==> src/rtl/serial_adder_ctrl.sv <==
// ---------------------------------------------------------------------------
// serial_adder_ctrl
//   Bit-serial NUM_BITS-wide adder. Operands are captured in parallel on an
//   accepted start, shifted LSB-first through a single adder_1bit cell over
//   NUM_BITS cycles, and the assembled result is registered on completion.
//   The cell's carry_out is registered in c_reg and fed back as the next
//   bit's carry_in.
//
//   Optional build macro: SERIAL_ADD_SIGNED_EN
//     defined   -> overflow is the two's-complement overflow
//                  (carry into MSB XOR carry out of MSB)
//     undefined -> overflow is the unsigned carry out of the MSB
//
// Ports
//   clk       in  1         rising-edge clock
//   n_rst     in  1         asynchronous active-low reset
//   start     in  1         request, sampled only in IDLE
//   a, b      in  NUM_BITS  operands, captured on the accepted start edge
//   carry_in  in  1         initial carry, captured with a/b
//   sum       out NUM_BITS  registered result, held until the next completion
//   overflow  out 1         registered overflow flag
//   busy      out 1         high in RUN and DONE
//   done      out 1         one-cycle completion pulse
// ---------------------------------------------------------------------------

// Single full-adder cell
module adder_1bit (
  input  logic a,
  input  logic b,
  input  logic carry_in,
  output logic sum,
  output logic carry_out
);
  assign sum       = a ^ b ^ carry_in;
  assign carry_out = (a & b) | (carry_in & (a ^ b));
endmodule

module serial_adder_ctrl #(
  parameter int unsigned NUM_BITS = 8
) (
  input  logic                clk,
  input  logic                n_rst,
  input  logic                start,
  input  logic [NUM_BITS-1:0] a,
  input  logic [NUM_BITS-1:0] b,
  input  logic                carry_in,
  output logic [NUM_BITS-1:0] sum,
  output logic                overflow,
  output logic                busy,
  output logic                done
);

  localparam int unsigned CNT_W = $clog2(NUM_BITS + 1);

  typedef enum logic [1:0] {
    IDLE = 2'd0,
    RUN  = 2'd1,
    DONE = 2'd2
  } state_t;

  state_t state;
  state_t next_state;

  logic [NUM_BITS-1:0] a_sh;
  logic [NUM_BITS-1:0] b_sh;
  logic [NUM_BITS-1:0] sum_sh;
  logic                c_reg;
  logic [CNT_W-1:0]    cnt;

  logic cell_sum;
  logic cell_co;
  logic load_c;
  logic shift_c;
  logic last_bit_c;
  logic ovf_c;
  logic busy_nxt;
  logic done_nxt;

  // The single shared full-adder cell
  adder_1bit u_cell (
    .a        (a_sh[0]),
    .b        (b_sh[0]),
    .carry_in (c_reg),
    .sum      (cell_sum),
    .carry_out(cell_co)
  );

  assign last_bit_c = (state == RUN) && (cnt == CNT_W'(NUM_BITS - 1));

  // Before the final RUN edge c_reg holds the carry into the MSB
`ifdef SERIAL_ADD_SIGNED_EN
  assign ovf_c = c_reg ^ cell_co;
`else
  assign ovf_c = cell_co;
`endif

  // State register
  always_ff @(posedge clk or negedge n_rst) begin
    if (!n_rst) begin
      state <= IDLE;
    end else begin
      state <= next_state;
    end
  end

  // Next-state logic
  always_comb begin
    next_state = state;
    case (state)
      IDLE:    if (start) next_state = RUN;
      RUN:     if (last_bit_c) next_state = DONE;
      DONE:    next_state = IDLE;
      default: next_state = IDLE;
    endcase
  end

  // Output / datapath control decode; busy and done are registered from next_state
  always_comb begin
    load_c   = 1'b0;
    shift_c  = 1'b0;
    busy_nxt = 1'b0;
    done_nxt = 1'b0;
    if (state == IDLE && start) load_c = 1'b1;
    if (state == RUN) shift_c = 1'b1;
    if (next_state != IDLE) busy_nxt = 1'b1;
    if (next_state == DONE) done_nxt = 1'b1;
  end

  // Operand shifters, carry feedback and bit counter
  always_ff @(posedge clk or negedge n_rst) begin
    if (!n_rst) begin
      a_sh   <= '0;
      b_sh   <= '0;
      sum_sh <= '0;
      c_reg  <= 1'b0;
      cnt    <= '0;
    end else if (load_c) begin
      a_sh  <= a;
      b_sh  <= b;
      c_reg <= carry_in;
      cnt   <= '0;
    end else if (shift_c) begin
      a_sh   <= {1'b0, a_sh[NUM_BITS-1:1]};
      b_sh   <= {1'b0, b_sh[NUM_BITS-1:1]};
      sum_sh <= {cell_sum, sum_sh[NUM_BITS-1:1]};
      c_reg  <= cell_co;
      cnt    <= cnt + CNT_W'(1);
    end
  end

  // Result registers, written only on the RUN->DONE edge
  always_ff @(posedge clk or negedge n_rst) begin
    if (!n_rst) begin
      sum      <= '0;
      overflow <= 1'b0;
    end else if (last_bit_c) begin
      sum      <= {cell_sum, sum_sh[NUM_BITS-1:1]};
      overflow <= ovf_c;
    end
  end

  // Handshake registers
  always_ff @(posedge clk or negedge n_rst) begin
    if (!n_rst) begin
      busy <= 1'b0;
      done <= 1'b0;
    end else begin
      busy <= busy_nxt;
      done <= done_nxt;
    end
  end

`ifndef SYNTHESIS
  // Flag unknown operands on an accepted start
  always @(posedge clk) begin
    if (n_rst && state == IDLE && start && $isunknown({a, b, carry_in}))
      $error("serial_adder_ctrl: X/Z on a, b or carry_in at accepted start");
  end
`endif

endmodule

==> config.mk <==
export PLATFORM = sky130hd
export DESIGN_NAME = serial_adder_ctrl
export DESIGN_NICKNAME = d
export VERILOG_FILES = /design/src/rtl/serial_adder_ctrl.sv
export SDC_FILE = /design/constraint.sdc
export NUM_CORES = 1
export LEC_CHECK = 0
export ABC_AREA = 1
export BUFFER_PORTS_ARGS = -buffer_cell sky130_fd_sc_hd__buf_2
export CELL_PAD_IN_SITES_DETAIL_PLACEMENT = 0
export CELL_PAD_IN_SITES_GLOBAL_PLACEMENT = 2
export CORE_MARGIN = 5
export CORE_UTILIZATION = 35
export CTS_CLUSTER_SIZE = 14
export DETAILED_ROUTE_END_ITERATION = 8
export GPL_TIMING_DRIVEN = 0
export PLACE_DENSITY = 0.9
export SETUP_SLACK_MARGIN = 0.5
export SLEW_MARGIN = 20
export SYNTH_ARGS = -nofsm -noshare
export SYNTH_HDL_FRONTEND = slang
export SYNTH_SLANG_ARGS = --single-unit
==> constraint.sdc <==
create_clock -name clk -period 1.7 [get_ports clk]
set_clock_uncertainty 0.05 [all_clocks]
set_input_delay 0.34 -clock clk [delete_from_list [all_inputs] [get_ports clk]]
set_output_delay 0.34 -clock clk [all_outputs]
set_load 0.05 [all_outputs]
# After elaboration in Yosys (flattened, before gate mapping)
# Index checks and enable logic that the tools add are counted.
[totals] regBits=42 inputBits=20 out_inout_bits=11 wordCells=41
[classes] n_addsub=1 n_eq_ne=3 n_mux=15 n_bitwise=6 n_reduce_logical=6
[op_table] op="two-way mux 8 bit" n=4
[op_table] op="two-way mux 4 bit" n=2
[op_table] op="two-way mux 1 bit" n=6
[op_table] op="adder 4 x 1 -> 4 bit, second input constant" n=1
[op_table] op="equality test 4 x 3 -> 1 bit, second input constant" n=1
[op_table] op="two-way mux 2 bit" n=2
[op_table] op="one-hot mux 2 bit (2 select lines)" n=1
[op_table] op="nonzero test 2 bit" n=2
[op_table] op="bitwise AND 1 bit" n=2
[op_table] op="equality test 2 x 1 -> 1 bit, second input constant" n=1
[op_table] op="equality test 2 bit, second input constant" n=1
[op_table] op="logical AND 1 bit" n=2
[op_table] op="logical NOT 2 bit" n=1
[op_table] op="AND reduction 2 bit" n=1
[op_table] op="bitwise XOR 1 bit" n=2
[op_table] op="NOT 1 bit" n=1
[op_table] op="bitwise OR 1 bit" n=1

# Longest topological paths before layout
# Gate-level depths: netlist of the first run.
[logic_depth] word_depth=6 ltp_mapped=6 depth_no_buf=6

# By module
# A second synthesis of the first run with hierarchy kept.
[unflattened] hier_cells=226 hier_area_um2=1844.3
[modules_own_cells] mod="serial_adder_ctrl" instances=1 cells_each=225 area_per_inst_um2=1824.2 seq_area_each_um2=1026.0
[modules_own_cells] mod="adder_1bit" instances=1 cells_each=1 area_per_inst_um2=20.0 seq_area_each_um2=0.0

# Worst setup path after synthesis of the first run
# OpenSTA, ideal clock, no wires.
[synth_timing] path_kind="register to register" from="register cnt[0]" to="register overflow" setup_time_ps=118 arrival_ps=1005 required_ps=1532 setup_slack_ps=527 path_stages_with_launch=7 path_buffers=0 period_less_slack_ps=1173 cell_sequence="dfrtp_1 -> ha_1 -> nand2_1 -> nor2_1 -> nand2_2 -> nand2_1 -> nand2_1"
[synth_via] elab_chain_cells=2
[synth_rtl] item="start, declared" line="68" source="logic [CNT_W-1:0] cnt;"
[synth_rtl] item="start signal, assigned" line="147" source="cnt <= cnt + CNT_W'(1);"
[synth_rtl] item="equality test 4 x 3 -> 1 bit" line="88" source="assign last_bit_c = (state == RUN) && (cnt == CNT_W'(NUM_BITS - 1));"
[synth_rtl] item="logical AND 1 bit" line="88"
[synth_rtl] item="end signal, assigned" line="158" source="overflow <= ovf_c;"
[synth_rtl] item="end, declared" line="48" source="output logic overflow,"
# Every way passes these cells.
# A chain may end at the register's enable or synchronous reset.

# Final worst setup path of the first run
[layout_timing] from="register sum[5]" to="output sum[5]"
[layout_rtl] item="start, declared" line="47" source="output logic [NUM_BITS-1:0] sum,"
[layout_rtl] item="start signal, assigned" line="157" source="sum <= {cell_sum, sum_sh[NUM_BITS-1:1]};"
# No word-level cell between the ends.

==> results of run 1 <==
final timing paths:
kind | start | end | slack, ns | cells past startpoint
hold / removal | n_rst | sum[0] | 0.13 | 1
setup reg to reg | c_reg | sum_sh[7] | 0.49 | 3
setup / recovery | sum[5] | sum[5] | 0.47 | 1
max in group asynchronous | n_rst | state[0] | 0.85 | 1
min in group clk | b[7] | b_sh[7] | 0.23 | 3
hold reg to reg | b_sh[7] | b_sh[7] | 0.42 | 2
cell families after synthesis:
| group | synth area share |
|---|---|
| flip-flops | 0.5925 |
| buffers and inverters | 0.04769 |
| AO/OA/AOI/OAI | 0.03107 |
| AND/OR/NAND/NOR | 0.3100 |
| adder cells (fa/ha/maj) | 0.01879 |
layer usage:
metal  routed length [um]  vias to the layer above  share of wire
met5                    0                        -              0
met4                   74                        0          0.020
met3                  155                        8          0.042
met2                 1746                       30           0.47
met1                 1720                      644           0.47
li1                     -                      726              -
cell usage after synthesis (all sizes together):
cell type / count / area [um2]
buf: 8 / 53.80
dfrtp: 41 / 1026
inv: 7 / 28.78
o21ai: 10 / 53.80
nand4: 1 / 6.260
nand3: 35 / 175.2
nor2: 5 / 33.78
fa: 1 / 20.02
ha: 1 / 12.51
nand2: 83 / 321.6
stage by stage:
step / area (um2) / utilization / hold slack [ns]
global placement: 1961 / 0.4124 / 0.4012
global route: 2333 / 0.4908 / 0.2106
CTS: 2230 / 0.4689 / 0.1653
detailed placement: 1961 / 0.4124 / 0.4086
floorplan: 1732 / - / -0.005591
finish: 2333 / 0.4908 / 0.1331
layout make-up:
| type | instances | area share |
|---|---|---|
| Multi-Input combinational cell | 138 | 0.2960 |
| Clock buffer | 7 | 0.03700 |
| Inverter | 7 | 0.01448 |
| Tap cell | 67 | 0.03592 |
| Buffer | 8 | 0.02681 |
| Sequential cell | 41 | 0.4402 |
| Timing Repair Buffer | 47 | 0.1496 |
report_power, final:
part	leakage, nW	switching [W]	internal (W)
logic	0.622	0.00123	0.000947
clock network	0.0443	0.000306	0.000322
registers	0.518	0.000291	0.00139
repair_timing:
action / in CTS / in global routing
hold endpoints to repair: 0 / 0
gates cloned: 2 / 0
buffers inserted: 10 / 8
gates resized for setup: 31 / 14
endpoints found under the setup margin: 32 / 45
pin swaps: 5 / 5
==> metrics, run 1 <==
Worst IR Drop VDD 0.0007574 V; Max clock buf depth 2; vias about 1400; Synth Warn # 0; Setup crit end kind output port; Slew @ Worst Pin 0.9114 ns; biggest regs a_sh (8), b_sh (8), sum (8); period utilization 0.7226; Worst Path Buf+Inv 1; DPL Wire Length 2283 um; GR Util met1 0.1485; routability cong. 0.6872; H-tree lvl count 2; worst setup margin around 0.47 ns; placed cells 288; delay-heaviest family, CP flip-flops; Syn Inst Count between 150 and 200; crit path max fanout 2; area of the multi-input gates 690.7 um2; root buffer cell clkbuf_8; CTS Buf Count 5; mapped cell area 1732 um2; Die H ~80 um; critical path arrival 0.84 ns; first-pass GRT wire length 6085 um; ratio of cells with drive above 1 in the final layout 0.3105; initial antenna violation count 0; Rel. slew slack 0.3924; syn nets 214; CTS tree built; n_diodes 0; met2 usage 0.2053; sequential element share of the synthesized area 0.5925; CP Cell Sequence buf_6; pin count of the biggest net entering global routing 42; CP max stage delay between 0.3 and 0.4 ns; DRT iter0 DRCs 44; most frequent cells in the layout nand2_1 (79), dfrtp_1 (40), nand3_1 (34); Req. time, crit path 1.31 ns; Hold Buf Count CTS 0; Clk pin slew, worst setup/hold paths 0.07 ns; DR pass1 iterations 4; crit path kind register to output port; Layout area overhead 34.75%; final setup violation count 0; setup_tns 0 ns; Starting Density 0.3642; Overall Power 0.004489 W; HP Class input pin to async pin; busiest grt layer met2; Clk Latency, worst-skew pair ~0.29 ns; die width 80.34 um; drt drc 0; detailed-route wire length 3697 um; startpoint types register; Leakage ~1.2 nW; outcome complete, no violations; max_cap viols 0; met3 Resource Use GR 0.03587; total congestion overflow 0; row cnt 25; fin cells between 300 and 400; routed vias/inst 4.470; leading cell type in the layout, fill and taps excluded nand2_1; routed len/inst between 10 and 15 um; Core Box Area 4755 um2; fill cell count 479; Yosys cell types 18; worst slack at placement roughly 0.36 ns; Total Routing Usage GR 0.1248; FF/Latch Area slightly above 1000 um2; Pins Over Slew Limit 0; achievable frequency 814.0 MHz; Clock Sinks 41; # IOs 31; CP max stage cell dfrtp_1; unrepaired setup endpoints after global routing true; final hold violation count 0; mean area per synthesized cell 9.019 um2; number of global-route vias before repair 1360; Routed Antenna Nets 0; NumNets Final 270; PD cells 1924 nW/um2; Min Clock Period, post-route 1.228 ns; IO buf count 29; die area 6455 um2; register bit total from synthesis 41
Note: power is estimated with default switching activity, not from simulation.
==> inputs of run 2 (changes only) <==
CORE_UTILIZATION = 29   (was 35)
PLACE_DENSITY = 0.81   (was 0.9)
clock period = 1.1 ns   (was 1.7 ns; I/O delays follow)
==> run 2 against run 1 <==
The flow now finishes with violations (negative hold slack, negative setup slack). Critical path depth grew 2. Routed wire length rose by 17%. Final cell count up 3.8%. Hold slack got worse by 0.28 ns. Flip-flop and latch count unchanged. Global-route usage hardly changed. Worst setup slack got worse by 0.57 ns. Critical endpoint is now sum_sh[7]. Largest power group unchanged.
==> metrics, run 2 (synthesized netlist as in run 1, its figures left out) <==
outcome finished with violations; failing checks negative hold slack, negative setup slack; Starting Density 0.2960; final hold violation count 41; routability cong. 0.7254; final setup violation count 48; first-pass GRT wire length 7182 um; fill cell count 546; CTS tree built; biggest regs a_sh (8), b_sh (8), sum (8); Max clock buf depth 2; total congestion overflow 0; vias 1457; Layout area overhead 59.61%; R2R setup slack -0.1 ns; PD cells just under 3000 nW/um2; critical path capture point sum_sh[7]; CP max stage delay 0.56 ns; Req. time, crit path around 1.3 ns; Leakage 1.355 nW; Clk Latency, worst-skew pair approximately 0.29 ns; worst hold margin -0.1463 ns; Core Box Area 5851 um2; Setup crit end kind register; max_cap viols 0; HP Class input pin to async pin; R2R depth 3; Clk pin slew, worst setup/hold paths 0.08 ns; detailed-route wire length 4326 um; DRT iter0 DRCs 69; Min Clock Period, post-route 1.198 ns; achievable frequency 834.9 MHz; routed len/inst 13.23 um; Area after DPL 2069 um2; routed vias/inst 4.456; Rel. slew slack 0.6471; row cnt 28; crit path kind register to register; Total Routing Usage GR 0.1244; die area 7617 um2; period utilization 1.089; Clock Sinks 41; DR pass1 iterations 4; CP max stage cell fa_1; CP Cell Sequence fa_1 -> nand2_1 -> o21ai_1; DPL Wire Length 2491 um; design area roughly 2800 um2; most frequent cells in the layout nand2_1 (60), dfrtp_1 (28), nand3_2 (25); startpoint types register; reg2reg start a_sh[0]; Worst Setup SP a_sh[0]; n_diodes 0; r2r endpoint sum_sh[7]; drt drc 0; critical path arrival 1.37 ns; # IOs 31; NumNets Final between 200 and 300; setup_tns -1.804 ns; Worst IR Drop VDD 0.001354 V; pin count of the biggest net entering global routing 42; Slew @ Worst Pin 0.5294 ns; ratio of cells with drive above 1 in the final layout 0.5754; unrepaired setup endpoints after global routing true; CTS Buf Count 5; Die H around 87 um; leading cell type in the layout, fill and taps excluded nand2_1; initial antenna violation count 0; Routed Antenna Nets 0; crit path max fanout 2; IO buf count 29; root buffer cell clkbuf_8; H-tree lvl count 2; die width roughly 87 um; number of global-route vias before repair 1441; Pins Over Slew Limit 0; final core occ 0.4724; worst setup margin -0.09781 ns
==> run 2: how the worst min path moves through the flow <==
stage,startpoint,endpoint,slack (ns),depth (start not counted)
after floorplan,n_rst,a_sh[0],-0.13,0
after global placement,n_rst,sum[1],0.37,1
after detailed placement,n_rst,sum[1],0.36,1
after CTS,n_rst,sum[1],-0.12,1
after global routing,n_rst,sum[1],-0.10,1
final,n_rst,sum[2],-0.15,1
==> run 2: metal layers <==
metal / wire length [um] / vias up / track usage
met5: 0 / - / 0
met4: 57 / 0 / 0.04184
met3: 176 / 5 / 0.03217
met2: 2024 / 25 / 0.1884
met1: 2068 / 681 / 0.1727
li1: - / 746 / -
==> run 2: repair_timing <==
action	in CTS	in global routing
cloned	6	0
resized for setup	76	21
hold endpoints to repair	41	41
setup endpoints to repair	93	52
buffers inserted	16	1
pin swaps	22	18
==> run 2: worst max-delay path, delay by kind of cell, from the launching register on <==
kind,cells,cell delay [ns]
AND/OR/NAND/NOR,1,0.05
adder cells (fa/ha/maj),1,0.56
AO/OA/AOI/OAI,1,0.06
flip-flops,1,0.40
==> run 2: area by class of cell <==
| class | instances | area, um2 | area share |
|---|---|---|---|
| plain buffers | 8 | 85.08 | 0.03078 |
| clock buffers | 7 | 96.34 | 0.03486 |
| clock inverters | 1 | 5.005 | 0.001811 |
| well taps | 75 | 93.84 | 0.03395 |
| repair buffers | 51 | 493.0 | 0.1784 |
| inverters | 7 | 33.78 | 0.01222 |
| multi-input cells | 137 | 914.6 | 0.3309 |
| flip-flops and latches | 41 | 1042 | 0.3771 |
==> run 2: metrics by stage <==
step,setup slack [ns],power (W),instances
global route,-0.1344,0.008668,327
floorplan,-0.04629,0.004672,192
finish,-0.09781,0.008153,327
detailed placement,-0.2111,0.005330,296
CTS,-0.1035,0.008009,326
global placement,-0.1998,0.005275,296
==> run 2: where the power goes <==
| group | switching [W] | internal, W |
|---|---|---|
| registers | 0.000495 | 0.00218 |
| logic | 0.00234 | 0.00205 |
| clock network | 0.000523 | 0.000568 |
==> inputs of run 3 (changes only) <==
ABC_AREA = unset   (was 1)
CORE_UTILIZATION = 31   (was 29)
PLACE_DENSITY = 0.82   (was 0.81)
==> run 3 against run 2 <==
Critical path depth up 2. Largest power group unchanged. The run still ends with negative hold slack, negative setup slack left. Critical endpoint is now sum[4]. Core utilization up 6.0 points. Critical path type unchanged. Final area down 0.45%. Non-clock buffer count up 17. Largest cell class unchanged.
==> metrics, run 3 <==
outcome finished with violations; failing checks negative hold slack, negative setup slack; DRT iter0 DRCs 78; main combinational cell family by area after synthesis simple AND/OR/NAND/NOR gates; die width approximately 83 um; xor/xnor cell area share of the yosys netlist 0.005271; worst setup margin -0.4052 ns; CTS tree built; vias ~1300; Slew @ Worst Pin 0.5275 ns; crit path kind register to register; ys async rst share 1.000; Clock Sinks about 40; period utilization 1.368; total congestion overflow 0; row cnt 26; ratio of cells with drive above 1 in the final layout 0.5783; Clk pin slew, worst setup/hold paths around 0.080 ns; DR pass1 iterations 5; syn nets about 180; Synth Warn # 0; final hold violation count 41; IO buf count 30; mean area per synthesized cell around 11 um2; DPL Wire Length approximately 2500 um; top_reg_cell synth dfrtp_1; setup_tns -10.02 ns; root buffer cell clkbuf_8; Yosys cell types 21; HP Class input pin to async pin; NumNets Final 251; routed vias/inst 4.490; largest area contributor in the netlist dfrtp_1; Pins Over Slew Limit 0; Worst IR Drop VDD 0.001075 V; fin cells 300; top-count cell post-synth nand2_1; max_cap viols 0; biggest regs a_sh (8), b_sh (8), sum (8); die area 6924 um2; Compound-Gate Fraction of Synth Area 0.1039; Syn Inst Count 154; initial antenna violation count 0; most frequent cells in the layout nand2_1 (48), dfrtp_1 (38), buf_6 (23); PD cells 3165 nW/um2; CTS Buf Count 5; Req. time, crit path 1.23 ns; sequential element share of the synthesized area 0.6175; routed len/inst roughly 15 um; routability cong. between 0.7 and 0.8; Post-synth EDFFs 0; Die H 83.21 um; pin count of the biggest net entering global routing 42; synth cell count leaders nand2_1 (60), dfrtp_1 (41), a22oi_1 (15), mux2_2 (9), clkbuf_1 (7); mux cell area share after synthesis 0.06099; unrepaired setup endpoints after global routing true; Max clock buf depth 2; Starting Density 0.3212; Rel. slew slack 0.6483; placed cells 254; H-tree lvl count 2; crit path max fanout 6; Layout area overhead 65.59%; register bit total from synthesis just over 40; share of the synthesized area in the top cell type 0.6175; critical path arrival 1.63 ns; drt drc 0; worst hold margin -0.1560 ns; achievable frequency 664.4 MHz; Clk Latency, worst-skew pair 0.29 ns; Synth Area in Adders 0.01958; Setup crit end kind register; detailed-route wire length 4424 um; # IOs 31; Routed Antenna Nets 0; fill cell count between 400 and 500; Total Routing Usage GR 0.1315; Min Clock Period, post-route 1.505 ns; leading cell type in the layout, fill and taps excluded nand2_1; final setup violation count 51; Area contributors post-synth dfrtp_1 (62%), nand2_1 (14%), a22oi_1 (6.8%); n_diodes 0; mapped cell area 1662 um2; Leakage 1.325 nW; number of global-route vias before repair 1443; startpoint types register; Core Box Area 5172 um2; first-pass GRT wire length 7245 um; area share of and/or/nand/nor cells after synthesis 0.1679
run 3: cell count changes in the layout (fill, tap and decap cells not counted), sizes merged, moves of 2 or more:
cell    change
nand2b      +2
o21ai       -5
nand3      -34
nor2        -6
nand2      -23
mux2        +9
clkbuf      +7
a21oi       +2
nor3        +2
buf        +11
a22oi      +15
inv         -6
run 3: through the flow:
step	util	cell area, um2	total power [W]	hold WS (ns)	setup WS [ns]
2_1_floorplan	-	1792	0.004833	-0.1256	-0.4109
3_3_place_gp	0.3924	2029	0.005413	0.3270	-0.6256
3_5_place_dp	0.3924	2029	0.005537	0.3513	-0.6618
4_1_cts	0.5070	2623	0.008144	-0.1355	-0.3698
5_1_grt	0.5319	2751	0.009223	-0.1098	-0.4653
6_report	0.5319	2751	0.008709	-0.1560	-0.4052
run 3: logic make-up after synthesis:
logic type | count (synthesis)
AOI/OAI and AO/OA | 25
xor gates and xnor gates | 1
adders and majority gates | 2
buffers and inverters | 9
DFF | 41
muxes | 9
and+or+nand+nor | 67
run 3: worst max-delay path, stage by stage (launching register included):
cell,delay (ns)
dfrtp_1,0.40
nand2b_4,0.15
buf_8,0.12
nor3_4,0.20
buf_6,0.18
mux2_4,0.30
run 3: final timing paths:
path	start	cells after the start	end	slack, ns
max in group asynchronous	n_rst	1	state[0]	0.75
worst max-delay path	state[1]	5	sum[4]	-0.41
worst max register to register	state[1]	5	sum[4]	-0.41
worst min-delay path	n_rst	1	sum_sh[1]	-0.16
worst min register to register	sum_sh[1]	2	sum_sh[1]	0.44
min in group clk	b[2]	3	b_sh[2]	0.09
run 3: repair_timing:
action	4_1_cts	5_1_grt
gates cloned	4	0
endpoints found under the hold margin	41	41
endpoints found under the setup margin	93	52
pin swaps	23	13
resized for setup	74	18
buffers inserted	26	8
run 3: layout make-up:
class	count	area, um2	area share
Sequential cell	41	1030	0.3743
Buffer	8	131.4	0.04775
Timing Repair Buffer	68	603.1	0.2192
Multi-Input combinational cell	104	803.3	0.2920
Clock buffer	8	90.09	0.03274
Inverter	1	6.256	0.002274
Tap cell	70	87.58	0.03183
run 3: power by group:
part	total (W)	internal [W]	switching, W
clock network	0.00102	0.000512	0.000504
logic	0.00502	0.00270	0.00232
registers	0.00267	0.00216	0.000511
total	0.00871	0.00538	0.00333
run 3: per-layer routing:
layer | routed length [um] | track usage
met2 | 2325 | 0.2296
met5 | 0 | 0
met3 | 205 | 0.04554
met1 | 1864 | 0.1547
met4 | 29 | 0.03120
